## src/rtl/pc_sequencer_if.sv

```systemverilog
// -----------------------------------------------------------------------------
// pc_sequencer_if
//
// Purpose:
//   Groups the program-counter sequencer's bus-level signals:
//     - the incrementer operand and result path,
//     - the fetch valid/ready handshake,
//     - the redirect request and its acknowledge,
//     - the halt request and the halt/overflow status.
//   Clock and reset are not part of this interface. They stay plain module
//   ports.
//
// Signals:
//   inc_a          [31:0]  sequencer -> incrementer operand (copy of PC)
//   inc_answer     [32:0]  incrementer -> sequencer, inc_a + 1 with carry-out
//   fetch_pc       [31:0]  sequencer -> fetch, address offered
//   fetch_valid            sequencer -> fetch, fetch_pc is valid
//   fetch_ready            fetch -> sequencer, fetch accepts fetch_pc
//   redirect_valid         core -> sequencer, branch/jump target present
//   redirect_pc    [31:0]  core -> sequencer, redirect target
//   redirect_ack           sequencer -> core, one-cycle pulse per taken redirect
//   halt_req               core -> sequencer, stop fetching
//   halted                 sequencer -> core, block is in HALT
//   overflow               sequencer -> core, HALT was caused by PC carry-out
//
// Modports:
//   master : the sequencer side
//   slave  : the environment side (incrementer, fetch, core control)
// -----------------------------------------------------------------------------
interface pc_sequencer_if;

    logic [31:0] inc_a;
    logic [32:0] inc_answer;
    logic [31:0] fetch_pc;
    logic        fetch_valid;
    logic        fetch_ready;
    logic        redirect_valid;
    logic [31:0] redirect_pc;
    logic        redirect_ack;
    logic        halt_req;
    logic        halted;
    logic        overflow;

    modport master (
        output inc_a,
        output fetch_pc,
        output fetch_valid,
        output redirect_ack,
        output halted,
        output overflow,
        input  inc_answer,
        input  fetch_ready,
        input  redirect_valid,
        input  redirect_pc,
        input  halt_req
    );

    modport slave (
        input  inc_a,
        input  fetch_pc,
        input  fetch_valid,
        input  redirect_ack,
        input  halted,
        input  overflow,
        output inc_answer,
        output fetch_ready,
        output redirect_valid,
        output redirect_pc,
        output halt_req
    );

endinterface

```

## src/rtl/pc_sequencer.sv

```systemverilog
// -----------------------------------------------------------------------------
// pc_sequencer
//
// Purpose:
//   Program-counter register stage wrapped around an external 32-bit
//   incrementer. The block does the following:
//     - holds the PC,
//     - drives the PC to the incrementer and takes the sum back as the next
//       sequential PC,
//     - offers the PC to instruction fetch under a valid/ready handshake,
//     - applies branch redirects,
//     - waits through a boot hold after reset,
//     - halts instead of wrapping when the PC carries out of 32 bits.
//
// Parameters:
//   RESET_PC     PC value loaded while reset is asserted.
//   HOLD_CYCLES  Number of cycles after reset release before the first fetch
//                is offered (0..15). A value of 0 behaves like 1: BOOT always
//                lasts at least one cycle.
//
// Ports:
//   clk          system clock, rising edge
//   rst_n        asynchronous active-low reset
//   bus          pc_sequencer_if.master (incrementer, fetch, redirect, halt)
//   fetch_count  [31:0] saturating count of accepted fetches. This port exists
//                only when the PC_FETCH_COUNT_EN macro is defined.
//
// Configuration macro:
//   PC_FETCH_COUNT_EN  adds the fetch_count output and its counter.
//
// States:
//   BOOT  boot hold. fetch_valid=0. Redirects are still accepted.
//   RUN   fetch_valid=1. The PC advances on each accepted fetch.
//   HALT  fetch_valid=0 and halted=1. The block leaves HALT only on reset.
// -----------------------------------------------------------------------------
module pc_sequencer #(
    parameter logic [31:0] RESET_PC    = 32'h0000_0000,
    parameter int          HOLD_CYCLES = 2
) (
    input  logic                 clk,
    input  logic                 rst_n,
    pc_sequencer_if.master       bus
`ifdef PC_FETCH_COUNT_EN
    ,
    output logic [31:0]          fetch_count
`endif
);

    // BOOT leaves on the cycle where the hold counter reaches this value.
    // HOLD_CYCLES=0 is clamped so that BOOT still lasts exactly one cycle.
    localparam logic [3:0] HOLD_LAST = (HOLD_CYCLES == 0) ? 4'd0
                                                          : 4'(HOLD_CYCLES - 1);

    typedef enum logic [1:0] {
        ST_BOOT = 2'd0,
        ST_RUN  = 2'd1,
        ST_HALT = 2'd2
    } state_t;

    // ------------------------------------------------------------------
    // State and next-state signals
    // ------------------------------------------------------------------
    state_t      r_state;
    state_t      w_state_next;
    logic [31:0] r_pc;
    logic [31:0] w_pc_next;
    logic [3:0]  r_boot_cnt;
    logic [3:0]  w_boot_cnt_next;
    logic        r_redirect_ack;
    logic        w_redirect_ack_next;
    logic        r_overflow;
    logic        w_overflow_next;

    // Decoded handshake terms
    logic        w_fetch_valid;
    logic        w_fetch_fire;
    logic        w_carry;

    assign w_fetch_valid = (r_state == ST_RUN);
    assign w_fetch_fire  = w_fetch_valid && bus.fetch_ready;
    assign w_carry       = bus.inc_answer[32];

    // ------------------------------------------------------------------
    // Outputs
    // ------------------------------------------------------------------
    // fetch_valid and halted are decoded from the state register only.
    // overflow and redirect_ack are registered. None of these outputs has
    // a combinational path from an input.
    assign bus.inc_a        = r_pc;
    assign bus.fetch_pc     = r_pc;
    assign bus.fetch_valid  = w_fetch_valid;
    assign bus.halted       = (r_state == ST_HALT);
    assign bus.overflow     = r_overflow;
    assign bus.redirect_ack = r_redirect_ack;

    // ------------------------------------------------------------------
    // State register
    // ------------------------------------------------------------------
    always_ff @(posedge clk or negedge rst_n) begin
        if (!rst_n) begin
            r_state        <= ST_BOOT;
            r_pc           <= RESET_PC;
            r_boot_cnt     <= 4'd0;
            r_redirect_ack <= 1'b0;
            r_overflow     <= 1'b0;
        end else begin
            r_state        <= w_state_next;
            r_pc           <= w_pc_next;
            r_boot_cnt     <= w_boot_cnt_next;
            r_redirect_ack <= w_redirect_ack_next;
            r_overflow     <= w_overflow_next;
        end
    end

    // ------------------------------------------------------------------
    // Next-state and datapath control
    // Priority in BOOT and RUN, highest first:
    //   1. halt_req
    //   2. redirect
    //   3. accepted fetch (sequential step, or overflow halt on carry)
    // ------------------------------------------------------------------
    always_comb begin
        w_state_next        = r_state;
        w_pc_next           = r_pc;
        w_boot_cnt_next     = r_boot_cnt;
        w_redirect_ack_next = 1'b0;
        w_overflow_next     = r_overflow;

        case (r_state)
            ST_BOOT: begin
                // The hold counter keeps running even while redirects are
                // taken, so a redirect in BOOT does not shorten the hold.
                w_boot_cnt_next = r_boot_cnt + 4'd1;
                if (r_boot_cnt == HOLD_LAST) begin
                    w_state_next = ST_RUN;
                end

                if (bus.halt_req) begin
                    w_state_next = ST_HALT;
                end else if (bus.redirect_valid) begin
                    w_pc_next           = bus.redirect_pc;
                    w_redirect_ack_next = 1'b1;
                end
            end

            ST_RUN: begin
                if (bus.halt_req) begin
                    w_state_next = ST_HALT;
                end else if (bus.redirect_valid) begin
                    // A redirect wins over an accepted fetch in the same
                    // cycle. The accepted PC still counts as issued, but its
                    // sequential successor is dropped.
                    w_pc_next           = bus.redirect_pc;
                    w_redirect_ack_next = 1'b1;
                end else if (w_fetch_fire) begin
                    if (w_carry) begin
                        // The PC never wraps to 0. It holds at FFFF_FFFF and
                        // the block halts with the sticky overflow flag set.
                        w_overflow_next = 1'b1;
                        w_state_next    = ST_HALT;
                    end else begin
                        w_pc_next = bus.inc_answer[31:0];
                    end
                end
            end

            ST_HALT: begin
                // HALT is terminal until reset. Redirects are ignored here.
            end

            default: begin
                w_state_next = ST_HALT;
            end
        endcase
    end

`ifdef PC_FETCH_COUNT_EN
    // ------------------------------------------------------------------
    // Accepted-fetch counter. It counts every valid&ready cycle, including
    // cycles where a redirect or an overflow is taken, and saturates at
    // FFFF_FFFF.
    // ------------------------------------------------------------------
    logic [31:0] r_fetch_count;

    always_ff @(posedge clk or negedge rst_n) begin
        if (!rst_n) begin
            r_fetch_count <= 32'd0;
        end else if (w_fetch_fire && (r_fetch_count != 32'hFFFF_FFFF)) begin
            r_fetch_count <= r_fetch_count + 32'd1;
        end
    end

    assign fetch_count = r_fetch_count;
`endif

endmodule

```

## src/flat_wrapper.sv

```systemverilog
// flat-port wrapper written by rule: the top's interface ports become plain ports
module pc_sequencer_flat 
#(
    parameter logic [31:0] RESET_PC    = 32'h0000_0000,
    parameter int          HOLD_CYCLES = 2
)
  (clk, rst_n, bus_inc_a, bus_fetch_pc, bus_fetch_valid, bus_redirect_ack, bus_halted, bus_overflow, bus_inc_answer, bus_fetch_ready, bus_redirect_valid, bus_redirect_pc, bus_halt_req);
  pc_sequencer_if bus_i ();
  input  logic clk;
  input  logic rst_n;
  output wire logic [$bits(bus_i.inc_a)-1:0] bus_inc_a;
  output wire logic [$bits(bus_i.fetch_pc)-1:0] bus_fetch_pc;
  output wire logic [$bits(bus_i.fetch_valid)-1:0] bus_fetch_valid;
  output wire logic [$bits(bus_i.redirect_ack)-1:0] bus_redirect_ack;
  output wire logic [$bits(bus_i.halted)-1:0] bus_halted;
  output wire logic [$bits(bus_i.overflow)-1:0] bus_overflow;
  input wire logic [$bits(bus_i.inc_answer)-1:0] bus_inc_answer;
  input wire logic [$bits(bus_i.fetch_ready)-1:0] bus_fetch_ready;
  input wire logic [$bits(bus_i.redirect_valid)-1:0] bus_redirect_valid;
  input wire logic [$bits(bus_i.redirect_pc)-1:0] bus_redirect_pc;
  input wire logic [$bits(bus_i.halt_req)-1:0] bus_halt_req;
  assign bus_inc_a = bus_i.inc_a;
  assign bus_fetch_pc = bus_i.fetch_pc;
  assign bus_fetch_valid = bus_i.fetch_valid;
  assign bus_redirect_ack = bus_i.redirect_ack;
  assign bus_halted = bus_i.halted;
  assign bus_overflow = bus_i.overflow;
  assign bus_i.inc_answer = bus_inc_answer;
  assign bus_i.fetch_ready = bus_fetch_ready;
  assign bus_i.redirect_valid = bus_redirect_valid;
  assign bus_i.redirect_pc = bus_redirect_pc;
  assign bus_i.halt_req = bus_halt_req;
  pc_sequencer #(.RESET_PC(RESET_PC), .HOLD_CYCLES(HOLD_CYCLES)) u_core (.clk(clk), .rst_n(rst_n), .bus(bus_i));
endmodule
```

## config.mk

```make
export PLATFORM = sky130hd
export DESIGN_NAME = pc_sequencer_flat
export DESIGN_NICKNAME = d
export VERILOG_FILES = /design/src/rtl/pc_sequencer_if.sv /design/src/rtl/pc_sequencer.sv /design/src/flat_wrapper.sv
export SDC_FILE = /design/constraint.sdc
export NUM_CORES = 1
export LEC_CHECK = 0
export CORE_UTILIZATION = 34
export CTS_BUF_LIST = sky130_fd_sc_hd__clkbuf_4
export DETAILED_ROUTE_END_ITERATION = 10
export HOLD_SLACK_MARGIN = 0.1
export PLACE_DENSITY = 0.78
export SETUP_SLACK_MARGIN = 0.05
export SYNTH_ARGS = -nofsm -noshare
export SYNTH_HDL_FRONTEND = slang
export SYNTH_SLANG_ARGS = --single-unit
```

## constraint.sdc

```tcl
create_clock -name clk -period 1.8 [get_ports clk]
set_clock_uncertainty 0.05 [all_clocks]
set_input_delay 0.36 -clock clk [delete_from_list [all_inputs] [get_ports clk]]
set_output_delay 0.36 -clock clk [all_outputs]
set_load 0.05 [all_outputs]
```

==> impl_results.md, run 1 <==
* Reg-to-reg critical path startpoint: u_core.r_state[1]$_DFFE_PN0P_
* Final setup violation count at 0
* Clk buf depth at 2
* CTS clk-pin slew, worst paths at 0.12 ns
* Die area at roughly 0.0069 mm^2
* XOR/XNOR share of the synthesized area at 0.01181
* Syn Area/Cell at 13.24 um^2
* Multi-input logic area at 915.9 um^2
* Worst EP arrival at between 1.5 and 2 ns
* Mux cell area share after synthesis at 0.3240
* Layout area overhead at 59.39%
* PwrDens at 738.7 mW/mm^2
* Relative slew slack at 0.6470
* Area share of fa/ha/maj cells after synthesis at 0.01125
* Final instance area at 0.003546 mm^2
* FF+latch count, synth at 40
* Initial drt markers at 24
* Area after DPL at 0.003358 mm^2
* Initial antenna violation count at 0
* Worst Tran Pin Value at 0.5295 ns
* R2R Setup Slk at ~0.097 ns
* Final Hold Fails at 0
* Sequential share of the synthesized area at 0.4499
* Residual DRC at 0
* H-Tree Depth at 2
* Final non-filler cell total at approximately 370
* CP required at between 1.5 and 2 ns
* Worst setup path class: reg2reg
* Die Height at 82.89 um
* Total core area at 0.006350 mm^2
* R2R cell count at 5
* Crit path capture type: flip-flop
* Critical path startpoint category: flip-flop
* Clk_lat worst skew at 0.34 ns
* Ports at 138
* Starting Density at 0.3503
* Post-route ant nets at 0
* Rows at 29
* Share of cells above drive strength 1 at 0.5439
* Post-DP HPWL at 4111 um
* Post-synth ARST share at 1.000
* Diode count at 0
* Vias in the first global route at 1755
* Slew Viols, Final at 0
* Largest net degree at the start of global routing at 23
* Simple-gate share of the synthesized area at 0.03543
* CP endpoint: u_core.bus.fetch_pc[12]$_DFFE_PN0P_
* CP Max Fanout at 7
* Outcome: finished clean
* Most common cell after layout, fill and taps aside: buf_4
* DR vias/cell at roughly 4.7
* Placed insts at 357
* Clock sinks at 40
* Fill count at ~570
* Final Cycle Share at 0.9461
* Fmax at 0.5872 GHz
* EDFF count, synth at 0
* Synth Area in Compound Gates at 0.02700
* Number of max-cap violations at 0
* Final wirelength at between 5000 and 6000 um
* CTS tree: done
* Unique cell type count in the Yosys netlist at 25
* Syn Nets at 240
* Routability congestion estimate at 0.7346
* Overall power at 2.619 mW
* Largest family of logic cells by synthesized area: multiplexers
* Critical path startpoint: u_core.r_state[1]$_DFFE_PN0P_
* Mapped Area at 0.002225 mm^2
* PortBufs at around 140
* Max VDD drop at approximately 0.39 mV
* Nets@finish at 367
* Cells after synthesis at 168
* GRT Total Usage at 0.1572
* Drt pass-1 iters at 4
* Number of buffers created by CTS at 5
* Top_reg_cell synth: dfrtp_1
* Pleak at 1.686 nW
* Crit Reg-Reg Endpoint: u_core.bus.fetch_pc[12]$_DFFE_PN0P_
* DR WL/cell at 14.26 um
* Unrepaired setup endpoints after global routing: false
* First-pass GRT wire length at 8597 um
* Clock root cell: clkbuf_4
* Most frequent cells in the layout: 75 x buf_4, 67 x clkdlybuf4s50_1, 58 x mux2_2, 40 x dfrtp_1, 10 x buf_6
* HP Class: reg2reg
* YS warnings at 0
* Grt ovf at 0
* DR vias at 1736
* Tmin final at 1.703 ns
* Storage cell area at 0.001001 mm^2
* Die Wd at approximately 83 um
-- through the flow --
| stage | TNS (ns) | util | setup slack, ns | hold slack [ns] |
|---|---|---|---|---|
| 6_report | 0 | 0.5584 | 0.09700 | 0.4406 |
| 5_1_grt | 0 | 0.5584 | 0.01751 | 0.4562 |
| 4_1_cts | 0 | 0.5509 | 0.04951 | 0.4442 |
| 3_5_place_dp | -11.33 | 0.5289 | -0.3688 | 0.3229 |
| 3_3_place_gp | -10.56 | 0.5289 | -0.3427 | 0.3265 |
| 2_1_floorplan | 0 | - | 0.03455 | 0.01441 |
-- kinds of logic after synthesis --
family	Yosys count
mux	64
flops	40
simple gates	11
buf+inv	42
xor+xnor	3
compound gates	6
fa+ha+maj	2
-- layout make-up --
type / instances / area share
Timing Repair Buffer: 159 / 0.4065
Sequential cell: 40 / 0.2823
Multi-Input combinational cell: 86 / 0.2583
Tap cell: 77 / 0.02717
Clock buffer: 6 / 0.01270
Clock inverter: 2 / 0.009880
Inverter: 3 / 0.003176
-- routing by layer --
layer  up-vias  global-route usage  part of all wire
li1        812                   -                 -
met1       821              0.1893              0.40
met2        96              0.2705              0.50
met3         7             0.04970             0.087
met4         0             0.04232             0.011
met5         -                   0                 0
-- flip-flops by register name, summed over array words and instances, names as in the netlist --
name / flops
u_core.bus.fetch_pc: 32
u_core.bus.overflow: 1
u_core.bus.redirect_ack: 1
u_core.r_boot_cnt: 4
u_core.r_state: 2
-- report_power, final --
group          switching (mW)  total (mW)  internal, mW
clock network           0.295       0.601         0.306
registers              0.0654        1.04         0.972
logic                   0.591       0.981         0.390
total                   0.951        2.62          1.67
-- Yosys cell counts, types with 2 or more instances --
master | number | share of area
buf_6 | 3 | 0.015
dfrtp_1 | 40 | 0.45
ha_1 | 2 | 0.011
nor2_1 | 2 | 0.0034
inv_1 | 3 | 0.0051
mux2_1 | 6 | 0.030
nor2b_1 | 2 | 0.0056
mux2_2 | 58 | 0.29
xnor2_1 | 2 | 0.0079
buf_4 | 35 | 0.12
-- what timing repair did --
action | CTS | global route
resized for setup | 9 | 8
setup endpoints to repair | 34 | 34
cloned | 1 | 2
endpoints found under the hold margin | 21 | 0
hold buffers | 1 | 0
setup buffers | 2 | 2
pin swaps | 1 | 2
-- how the worst min path moves through the flow --
stage,depth (start not counted),slack [ns],endpoint,startpoint
2_1_floorplan,0,0.01,u_core.bus.fetch_pc[0]$_DFFE_PN0P_,rst_n
3_3_place_gp,1,0.33,u_core.bus.fetch_pc[27]$_DFFE_PN0P_,rst_n
3_5_place_dp,1,0.32,u_core.bus.fetch_pc[27]$_DFFE_PN0P_,rst_n
4_1_cts,1,0.44,u_core.bus.overflow$_DFFE_PN0P_,u_core.bus.overflow$_DFFE_PN0P_
5_1_grt,1,0.46,u_core.bus.overflow$_DFFE_PN0P_,u_core.bus.overflow$_DFFE_PN0P_
6_report,1,0.44,u_core.bus.overflow$_DFFE_PN0P_,u_core.bus.overflow$_DFFE_PN0P_
-- worst max-delay path, stage by stage, from the launching register on --
cell	delay, ns
dfrtp_1	0.44
nor3b_4	0.22
buf_6	0.15
buf_6	0.13
mux2_2	0.33
mux2_2	0.26
Power figures use the tool's default switching activity.
==> run 2, diff against run 1 <==
Settings changed: SKIP_LAST_GASP from default to 1.
==> results of run 2 <==
Same layout as run 1: the final DEF is identical, and so are final timing and power.
==> variant, RTL diff (flow settings as in run 2) <==
Encoding of `state_t`: now one-hot (3 bits for 3 states).
--- a/src/rtl/pc_sequencer.sv
+++ b/src/rtl/pc_sequencer.sv
@@ -53,6 +53,6 @@
 
-    typedef enum logic [1:0] {
-        ST_BOOT = 2'd0,
-        ST_RUN  = 2'd1,
-        ST_HALT = 2'd2
+    typedef enum logic [2:0] {
+        ST_BOOT = 3'b001,
+        ST_RUN  = 3'b010,
+        ST_HALT = 3'b100
     } state_t;
Behaviour: same outputs for any inputs over 10 cycles, from zero or initial values and one cycle with rst_n low; not proved beyond that.
==> variant against run 2 <==
  * Sequential cell count up 1
  * Area after synthesis up 5.7%
  * Routed wire length up 8.1%
  * First-iteration DRC count unchanged
  * Cell area up 4.6%
  * Setup slack worse by 85 ps
Power is not compared: it rests on default switching activity, and its combinational part moved more than twofold at a synthesized area within 25%.
==> variant: results (changes against run 2) <==
Layout area overhead = 57.8%
Comb_multi_in = 92 (+7.0%)
First-pass GRT wire length = 8.83 mm (+2.7%)
Arrival time at the worst endpoint = 1970 ps (+80 ps)
Seq. cell area = 1030 sq um (+2.9%)
DP HPWL = 4.16 mm (+1.3%)
Syn nets = 245 (+2.1%)
Synth Area in Adders = 1.06% (-0.060 points)
Hold Crit Endpoint = u_core.r_boot_cnt[3]
Grt met1 use = 18.9% (about the same)
Post-detailed-route via-to-cell ratio = 4.59 (-1.3%)
Gpl congestion = 0.821 (+12%)
Synth top area cells = dfrtp_1, mux2_4, mux2_2
Met3 layer usage reported by global route = 4.28% (-0.69 points)
Share of layout cells above drive strength 1 = 57.0% (+2.6 points)
Clk sinks = 41 (+2.5%)
Synth Area in XOR/XNOR = 1.12% (-0.063 points)
DP Area = 3540 sq um (+5.5%)
Crit path from = u_core.r_state[0]
Routed wire per std cell = 15.3 um (+7.0%)
Final min period = 1790 ps (+85.3 ps)
Pre-CTS WS = -326 ps (+42.9 ps)
Fraction of area in multi-input gates = 29.0% (+3.1 points)
Inverters = 2 (-1)
Number of global-route vias before repair = 1749 (-0.34%)
NonClk Buf Share = 39.3% (-1.3 points)
Fill cells = 550 (-2.7%)
Status = finished, final reports clean
==> variant: timing repair <==
action                                  4_1_cts  5_1_grt
pin swaps                                     1        0
setup buffers                                 0        4
endpoints found under the setup margin       33       34
gates cloned                                  0        2
endpoints found under the hold margin        17        0
hold buffers                                  1        0
resized for setup                             8        4
==> variant: stage by stage <==
| stage | hold slack [ps] | total power [mW] | instances |
|---|---|---|---|
| final | 437 | 1.80 | 377 |
| after detailed placement | 290 | 1.41 | 364 |
| after global placement | 280 | 1.40 | 364 |
| after floorplan | 14.4 | 1.19 | 173 |
| after global routing | 469 | 1.90 | 377 |
| after CTS | 437 | 1.83 | 371 |
==> variant: cell families after synthesis <==
kind of cell,after synthesis
buf+inv,40
flops,41
compound gates,6
xor+xnor,3
mux,64
fa+ha+maj,2
simple gates,17
==> variant: critical path, cell delays in order, from the launching register on <==
cell and delay (ps):
dfstp_2 580, nor2b_1 70, o211a_1 240, a41o_4 280, buf_12 160, mux2_4 300
